`src/rtl/pic_pkg.sv`:
```
// Shared types and bit positions for the 8259A-compatible PIC control path.
package pic_pkg;

  typedef enum logic [2:0] {
    UNINIT,
    W_ICW2,
    W_ICW3,
    W_ICW4,
    READY
  } init_state_e;

  typedef enum logic [1:0] {
    I_IDLE,
    I_ACK1,
    I_ACK2
  } inta_state_e;

  localparam int ICW1_IC4  = 0;
  localparam int ICW1_SNGL = 1;
  localparam int ICW1_LTIM = 3;
  localparam int ICW1_SEL  = 4;
  localparam int OCW3_SEL  = 3;
  localparam int OCW3_SMM  = 5;
  localparam int OCW3_ESMM = 6;
  localparam int ICW4_AEOI = 1;

  localparam logic [2:0] SPURIOUS_LEVEL = 3'd7;

endpackage

```
`src/rtl/pic_inta_sequencer.sv`:
```
// 8086-mode two-pulse INTA handshake: edge detection, level latch and vector drive.
module pic_inta_sequencer
  import pic_pkg::*;
(
  input  logic       clk,
  input  logic       reset,
  input  logic       inta_n,
  input  logic       init_done,
  input  logic       abort,
  input  logic       int_req,
  input  logic [2:0] int_level,
  input  logic [4:0] vector_base,
  input  logic       aeoi,
  output logic       ack1,
  output logic       ack2,
  output logic       eoi_auto,
  output logic [7:0] vector_out,
  output logic       vector_oe
);

  inta_state_e state_q, state_d;
  logic       inta_q;
  logic [2:0] lvl_q, lvl_d;
  logic [7:0] vector_out_q, vector_out_d;
  logic       vector_oe_q, vector_oe_d;
  logic       ack1_q, ack1_d;
  logic       ack2_q, ack2_d;
  logic       eoi_q, eoi_d;
  logic       inta_fall, inta_rise;

  always_ff @(posedge clk or posedge reset) begin
    if (reset) begin
      state_q      <= I_IDLE;
      inta_q       <= 1'b1;
      lvl_q        <= 3'd0;
      vector_out_q <= 8'h00;
      vector_oe_q  <= 1'b0;
      ack1_q       <= 1'b0;
      ack2_q       <= 1'b0;
      eoi_q        <= 1'b0;
    end else begin
      state_q      <= state_d;
      inta_q       <= inta_n;
      lvl_q        <= lvl_d;
      vector_out_q <= vector_out_d;
      vector_oe_q  <= vector_oe_d;
      ack1_q       <= ack1_d;
      ack2_q       <= ack2_d;
      eoi_q        <= eoi_d;
    end
  end

  // An ICW1 commit on the same edge as an INTA edge wins: the handshake is dropped silently.
  always_comb begin
    inta_fall    = ~inta_n & inta_q;
    inta_rise    = inta_n & ~inta_q;
    state_d      = state_q;
    lvl_d        = lvl_q;
    vector_out_d = vector_out_q;
    vector_oe_d  = vector_oe_q;
    ack1_d       = 1'b0;
    ack2_d       = 1'b0;
    eoi_d        = 1'b0;
    if (abort || !init_done) begin
      state_d     = I_IDLE;
      vector_oe_d = 1'b0;
    end else begin
      case (state_q)
        I_IDLE: begin
          if (inta_fall) begin
            ack1_d  = 1'b1;
            lvl_d   = int_req ? int_level : SPURIOUS_LEVEL;
            state_d = I_ACK1;
          end
        end
        I_ACK1: begin
          if (inta_fall) begin
            ack2_d       = 1'b1;
            vector_oe_d  = 1'b1;
            vector_out_d = {vector_base, lvl_q};
            state_d      = I_ACK2;
          end
        end
        I_ACK2: begin
          if (inta_rise) begin
            vector_oe_d = 1'b0;
            eoi_d       = aeoi;
            state_d     = I_IDLE;
          end
        end
        default: state_d = I_IDLE;
      endcase
    end
  end

  assign ack1       = ack1_q;
  assign ack2       = ack2_q;
  assign eoi_auto   = eoi_q;
  assign vector_out = vector_out_q;
  assign vector_oe  = vector_oe_q;

endmodule

```
`src/rtl/pic_control_logic.sv`:
```
// PIC control sequencer: decodes committed CPU writes into ICW/OCW words, tracks
// initialization and hands the INTA handshake to pic_inta_sequencer.
module pic_control_logic
  import pic_pkg::*;
(
  input  logic       clk,
  input  logic       reset,
  input  logic       cs_n,
  input  logic       wr_n,
  input  logic       a0,
  input  logic [7:0] data_in,
  input  logic       inta_n,
  input  logic       int_req,
  input  logic [2:0] int_level,
  output logic       init_done,
  output logic       ltim,
  output logic       sngl,
  output logic       aeoi,
  output logic [7:0] icw3,
  output logic [4:0] vector_base,
  output logic [7:0] imr,
  output logic       ocw2_strobe,
  output logic [7:0] ocw2_data,
  output logic [1:0] rr_ris,
  output logic       smm,
  output logic       int_out,
  output logic       ack1,
  output logic       ack2,
  output logic       eoi_auto,
  output logic [7:0] vector_out,
  output logic       vector_oe
);

  init_state_e state_q, state_d;
  logic       wr_q, cs_q;
  logic [7:0] wdata_q, wdata_d;
  logic       wa0_q, wa0_d;
  logic       ltim_q, ltim_d;
  logic       sngl_q, sngl_d;
  logic       ic4_q, ic4_d;
  logic       aeoi_q, aeoi_d;
  logic [7:0] icw3_q, icw3_d;
  logic [4:0] vector_base_q, vector_base_d;
  logic [7:0] imr_q, imr_d;
  logic       ocw2_strobe_q, ocw2_strobe_d;
  logic [7:0] ocw2_data_q, ocw2_data_d;
  logic [1:0] rr_ris_q, rr_ris_d;
  logic       smm_q, smm_d;
  logic       commit, icw1_commit;

  always_ff @(posedge clk or posedge reset) begin
    if (reset) begin
      state_q       <= UNINIT;
      wr_q          <= 1'b1;
      cs_q          <= 1'b1;
      wdata_q       <= 8'h00;
      wa0_q         <= 1'b0;
      ltim_q        <= 1'b0;
      sngl_q        <= 1'b0;
      ic4_q         <= 1'b0;
      aeoi_q        <= 1'b0;
      icw3_q        <= 8'h00;
      vector_base_q <= 5'h00;
      imr_q         <= 8'h00;
      ocw2_strobe_q <= 1'b0;
      ocw2_data_q   <= 8'h00;
      rr_ris_q      <= 2'b10;
      smm_q         <= 1'b0;
    end else begin
      state_q       <= state_d;
      wr_q          <= wr_n;
      cs_q          <= cs_n;
      wdata_q       <= wdata_d;
      wa0_q         <= wa0_d;
      ltim_q        <= ltim_d;
      sngl_q        <= sngl_d;
      ic4_q         <= ic4_d;
      aeoi_q        <= aeoi_d;
      icw3_q        <= icw3_d;
      vector_base_q <= vector_base_d;
      imr_q         <= imr_d;
      ocw2_strobe_q <= ocw2_strobe_d;
      ocw2_data_q   <= ocw2_data_d;
      rr_ris_q      <= rr_ris_d;
      smm_q         <= smm_d;
    end
  end

  // A write commits on the first cycle wr_n is seen high after a cycle with both strobes low.
  always_comb begin
    commit        = wr_n & ~wr_q & ~cs_q;
    icw1_commit   = commit & ~wa0_q & wdata_q[ICW1_SEL];
    state_d       = state_q;
    wdata_d       = wdata_q;
    wa0_d         = wa0_q;
    ltim_d        = ltim_q;
    sngl_d        = sngl_q;
    ic4_d         = ic4_q;
    aeoi_d        = aeoi_q;
    icw3_d        = icw3_q;
    vector_base_d = vector_base_q;
    imr_d         = imr_q;
    ocw2_strobe_d = 1'b0;
    ocw2_data_d   = ocw2_data_q;
    rr_ris_d      = rr_ris_q;
    smm_d         = smm_q;

    if (!cs_n && !wr_n) begin
      wdata_d = data_in;
      wa0_d   = a0;
    end

    if (icw1_commit) begin
      ltim_d   = wdata_q[ICW1_LTIM];
      sngl_d   = wdata_q[ICW1_SNGL];
      ic4_d    = wdata_q[ICW1_IC4];
      imr_d    = 8'h00;
      smm_d    = 1'b0;
      aeoi_d   = 1'b0;
      rr_ris_d = 2'b10;
      state_d  = W_ICW2;
    end else if (commit) begin
      case (state_q)
        W_ICW2: begin
          if (wa0_q) begin
            vector_base_d = wdata_q[7:3];
            if (!sngl_q)    state_d = W_ICW3;
            else if (ic4_q) state_d = W_ICW4;
            else            state_d = READY;
          end
        end
        W_ICW3: begin
          if (wa0_q) begin
            icw3_d  = wdata_q;
            state_d = ic4_q ? W_ICW4 : READY;
          end
        end
        W_ICW4: begin
          if (wa0_q) begin
            aeoi_d  = wdata_q[ICW4_AEOI];
            state_d = READY;
          end
        end
        READY: begin
          if (wa0_q) begin
            imr_d = wdata_q;
          end else if (!wdata_q[OCW3_SEL]) begin
            ocw2_data_d   = wdata_q;
            ocw2_strobe_d = 1'b1;
          end else begin
            if (wdata_q[1])         rr_ris_d = wdata_q[1:0];
            if (wdata_q[OCW3_ESMM]) smm_d    = wdata_q[OCW3_SMM];
          end
        end
        default: ;
      endcase
    end
  end

  assign init_done   = (state_q == READY);
  assign ltim        = ltim_q;
  assign sngl        = sngl_q;
  assign aeoi        = aeoi_q;
  assign icw3        = icw3_q;
  assign vector_base = vector_base_q;
  assign imr         = imr_q;
  assign ocw2_strobe = ocw2_strobe_q;
  assign ocw2_data   = ocw2_data_q;
  assign rr_ris      = rr_ris_q;
  assign smm         = smm_q;
  assign int_out     = int_req & init_done;

  pic_inta_sequencer u_inta (
    .clk         (clk),
    .reset       (reset),
    .inta_n      (inta_n),
    .init_done   (init_done),
    .abort       (icw1_commit),
    .int_req     (int_req),
    .int_level   (int_level),
    .vector_base (vector_base_q),
    .aeoi        (aeoi_q),
    .ack1        (ack1),
    .ack2        (ack2),
    .eoi_auto    (eoi_auto),
    .vector_out  (vector_out),
    .vector_oe   (vector_oe)
  );

endmodule

```
`config.mk`:
```
export PLATFORM = sky130hd
export DESIGN_NAME = pic_control_logic
export DESIGN_NICKNAME = d
export VERILOG_FILES = /design/src/rtl/pic_pkg.sv /design/src/rtl/pic_inta_sequencer.sv /design/src/rtl/pic_control_logic.sv
export SDC_FILE = /design/constraint.sdc
export NUM_CORES = 1
export LEC_CHECK = 0
export ABC_AREA = 1
export CORE_MARGIN = 1.5
export CORE_UTILIZATION = 45
export DETAILED_ROUTE_END_ITERATION = 8
export GPL_TIMING_DRIVEN = 0
export HOLD_SLACK_MARGIN = 0.12
export PLACE_DENSITY = 0.74
export SYNTH_ARGS = -nofsm -noshare
export SYNTH_HDL_FRONTEND = slang
export SYNTH_SLANG_ARGS = --single-unit
```
`constraint.sdc`:
```
create_clock -name clk -period 6.3 [get_ports clk]
set_input_delay 1.89 -clock clk [delete_from_list [all_inputs] [get_ports clk]]
set_output_delay 1.89 -clock clk [all_outputs]
set_load 0.02 [all_outputs]
```
### Yosys cells after proc, flatten, opt, wreduce, memory -nomap -nowiden

Cells that the tools add are included.

* register bits: 68
* latch bits: 0
* RAM bits: 0
* bits in read-only memories: 0
* input port bits: 18
* output and inout port bits: 50
* logic and storage cells: 130
* memories kept: 0

* $add $sub $neg: 0
* multiply operators: 0
* div/mod/pow operators: 0
* magnitude comparators: 0
* eq/ne operators: 13
* shift-type cells: 0
* multiplexer cells: 51
* bitwise gates (word level): 15
* reductions and logical operators: 27

Operators by type and width (number)
* 2-to-1 mux 8 bit: 4
* 2-to-1 mux 1 bit: 26
* 2-to-1 mux 3 bit: 8
* 2-to-1 mux 2 bit: 10
* AND reduction 5 bit: 4
* AND reduction 3 bit: 6
* nonzero test 2 bit: 7
* != test 3 x 1 -> 1 bit, second input constant: 3
* != test 3 x 2 -> 1 bit, second input constant: 3
* case mux 3 bit (3 select lines): 1
* NOT 1 bit: 8
* AND reduction 4 bit: 2
* AND 1 bit: 7
* == test 3 x 2 -> 1 bit, second input constant: 2
* case mux 2 bit (3 select lines): 1
* nonzero test 4 bit: 1
* == test 3 x 1 -> 1 bit, second input constant: 1
* == test 3 bit, second input constant: 1
* logical NOT 1 bit: 3
* nonzero test 3 bit: 1
* == test 2 x 1 -> 1 bit, second input constant: 1
* == test 2 bit, second input constant: 1
* logical NOT 2 bit: 1
* != test 2 x 1 -> 1 bit, second input constant: 1
* 3 further kinds: 3

### Logic depth before layout (Yosys ltp)

* depth in word-level cells: 8
* gate-level depth with buffers: 9
* mapped depth without buffers: 9

### Hierarchy

From an unflattened synthesis, not the netlist that was laid out.

* cell total of the unflattened synthesis: 307
* area total of the unflattened synthesis: 2917.8 sq um

By module, submodules not included
* pic_control_logic: times used 1, cells an instance 219, area an instance 2130.8 sq um
* pic_inta_sequencer: times used 1, cells an instance 88, area an instance 787.0 sq um

### Least setup slack after synthesis

Ideal clock, no wire load.

* path kind: in2out
* start point: input port int_req
* end point: output port int_out
* arrival: 2237 ps
* data required time: 4410 ps
* setup slack: 2173 ps
* stages on the path: 2
* path through: inv_1 > nor2_1

* cells in the longest elaborated chain, start to end: 1

RTL lines
* start, declared: RTL line pic_control_logic.sv:13 `input logic int_req,`
* AND 1 bit: RTL line pic_control_logic.sv:171 `assign int_out = int_req & init_done;`
* end, declared: RTL line pic_control_logic.sv:26 `output logic int_out,`

No other way between the ends.

### Final worst setup path

Ends and elaborated chain as after synthesis.

==> summary.txt <==
Power
  • LEAKAGE: 1.84 nW
  • Total power: 1.32 mW
  • PD cells: 347 nW/um^2
  • Max IR drop VDD: 179 uV

STA
  • RSZ-0062 raised after global routing: no
  • Final setup viols: 0
  • Max Fclk: 0.199 GHz
  • Worst Tran Pin Value: 0.706 ns
  • Setup TNS: 0 ns
  • Fin. Hold Viols: 0
  • Tcrit/Tclk final: 79.6%
  • Tmin final: 5.01 ns
  • Final Skew: 0.00941 ns
  • Slew HR: 52.9%
  • Slew Viols, Final: 0
  • Setup WS post-layout: 1.29 ns

Setup path
  • Most frequent CP cell: clkdlybuf4s50_1
  • Reg2reg path depth: 6
  • CP Max Fanout: 4
  • Critical Path Start: int_req
  • Critical path class: in -> out
  • Worst path buffer plus inverter count: 3
  • WP data arrival: 3.12 ns
  • Worst path max stage delay: 0.61 ns
  • Worst-path cell chain: clkdlybuf4s50_1 -> inv_1 -> nor2_1 -> clkdlybuf4s50_1
  • Critical R2R Capture: smm
  • CP max stage cell: clkdlybuf4s50_1
  • Startpoint types: input port
  • R2r startpoint: state_q[1]
  • Kind of end point of the critical path: output port
  • CP Depth: 4
  • Worst Setup EP: int_out
  • Required @ worst endpoint: 4.41 ns
  • Flop-to-flop setup slack: 4.57 ns
  • Crit-path leading delay family: buffers and inverters

Flow run
  • MaxCap Viol Count: 0

Synthesis
  • Area fraction of the dominant cell type after synthesis: 57.5%
  • Cell Area, Synth: 2790 sq um
  • Area leader, netlist: dfrtp_1
  • Ys flop type: dfrtp_1
  • Post-synthesis sequential area ratio: 60.3%
  • Synthesized instance count: 297
  • Area contributors post-synth: dfrtp_1 58%, nand2_1 11%, o21ai_0 7.0%
  • Syn_area_per_cell: 9.38 sq um
  • Yosys reg bits: 67
  • Synth warnings: 0
  • Async SR Flop Fraction: 100%
  • Yosys cell types: 25
  • Post-synth EDFFs: 0
  • Syn_nets: 319

Clocking
  • Clk slew on worst S/H paths: 0.07 ns
  • H-tree levels: 3
  • CTS Sinks: 67
  • Clock buffer count from CTS: 9
  • Post-cts gate resize count: 0
  • Post-CTS setup buffers: 0
  • TritonCTS clock tree: yes
  • Root Buffer: clkbuf_8
  • Clock latency on the worst-skew pair: 0.34 ns
  • Hold_buf cts: 0
  • Max Root-Sink Buffers: 2

Global route
  • Vias in the first global route: 2,152
  • First-pass GRT wire length: 9670 um
  • Initial antenna violation count: 0
  • Largest net degree at the start of global routing: 36
  • GRT Util Overall: 19.6%
  • Global route total overflow: 0

Die
  • FP Rows: 28
  • Initial Utilization: 46.8%
  • Die area: 6670 sq um
  • Die height: 81.7 um
  • Die Width: 81.7 um
  • Core ar.: 5960 sq um
  • I/O pin total: 68

Finish
  • NumNets Final: 396
  • Ant diodes: 0
  • P&R area growth vs syn: 36.3%
  • Most common cell after layout, fill and taps aside: nand2_1
  • Design area: 3800 sq um
  • Most frequent cells in the layout: 83 x nand2_1, 65 x clkdlybuf4s50_1, 64 x dfrtp_1
  • Non-Filler Instances: 454
  • Share of layout cells above drive strength 1: 10.8%

Routing
  • Iteration-0 DRC Markers: 133
  • Vias per inst: 4.89
  • Drt wl/cell: 13.0 um
  • DRT Pass-1 Iters: 4
  • Remaining antenna violation count: 0
  • WL final: 5910 um
  • DRC: 0
  • Vias after detailed routing: 2,221

Place
  • Dpl hpwl: 4340 um
  • Post-Place Cells: 438
  • Pre-CTS setup slack: 1.28 ns
  • RD Place Congestion: 0.884
  • Area after DPL: 3550 sq um
  • I/O Buffers: 65

Min path
  • Hold Path Class: reg -> reg

Run status
  • Status: complete, no violations
-- metal layers --
metal | up-vias | global-route usage, % | share of wire (%)
met5 | - | 0 | 0
met4 | 0 | 8.98 | 0.76
met3 | 6 | 4.33 | 5.8
met2 | 84 | 31.8 | 48
met1 | 1024 | 25.3 | 46
li1 | 1107 | - | -
-- report_power, final --
group          internal (mW)  switching [mW]
Sequential             0.506          0.0510
Clock                  0.265           0.170
Combinational          0.139           0.187
-- flip-flops by register name (all words and copies together) (netlist names), 2 cells and up --
| name | count |
|---|---|
| ocw2_data | 7 |
| wdata_q | 8 |
| u_inta.lvl_q | 3 |
| state_q | 3 |
| imr | 8 |
| u_inta.vector_out | 8 |
| vector_base | 5 |
| icw3 | 8 |
| u_inta.state_q | 2 |
-- worst register-to-register path, cell delays in order, from the launching register on --
cell	delay [ns]
dfrtp_1	0.44
nor3_4	0.42
inv_2	0.11
o21ai_0	0.41
nand3_1	0.13
nand2_1	0.07
nand2_1	0.04
-- stage by stage --
| stage | utilization (%) | hold slack [ns] |
|---|---|---|
| after global placement | 59.3 | 0.448 |
| after CTS | 63.8 | 0.478 |
| after detailed placement | 59.6 | 0.460 |
| after floorplan | - | 0.442 |
| after global routing | 63.8 | 0.492 |
| final | 63.8 | 0.477 |
-- how the worst min path moves through the flow --
stage	startpoint	end	slack, ns	cells after the start
finish	u_inta.vector_oe	u_inta.vector_oe	0.48	2
global route	u_inta.lvl_q[1]	u_inta.vector_out[1]	0.49	2
CTS	u_inta.lvl_q[1]	u_inta.vector_out[1]	0.48	2
detailed placement	u_inta.lvl_q[1]	u_inta.vector_out[1]	0.46	2
global placement	u_inta.lvl_q[2]	u_inta.vector_out[2]	0.45	2
floorplan	u_inta.lvl_q[0]	u_inta.vector_out[0]	0.44	2
-- layout make-up --
class | count | area (sq um)
fillers | 516 | 2160
flip-flops and latches | 67 | 1680
multi-input cells | 186 | 925
repair buffers | 66 | 671
inverters | 36 | 138
clock buffers | 9 | 124
clock inverters | 7 | 124
well taps | 75 | 93.8
plain buffers | 8 | 42.5
-- cells in the mapped netlist, types with 3 or more instances --
| master | number |
|---|---|
| ha_1 | 4 |
| clkbuf_1 | 4 |
| nand3_1 | 15 |
| buf_4 | 3 |
| a21oi_1 | 6 |
| dfstp_2 | 3 |
| o21ai_2 | 6 |
| inv_1 | 33 |
| nand4_1 | 10 |
| nand2_1 | 83 |
| nor2_1 | 13 |
| dfrtp_1 | 64 |
| o21ai_0 | 39 |
-- kinds of logic after synthesis --
kind of cell / synth area share (%)
buffers and inverters: 6.47
adder cells (fa/ha/maj): 1.80
AND/OR/NAND/NOR: 21.2
flip-flops: 60.3
AO/OA/AOI/OAI: 9.97
other: 0.270
Note: power is estimated with default switching activity, not from simulation.
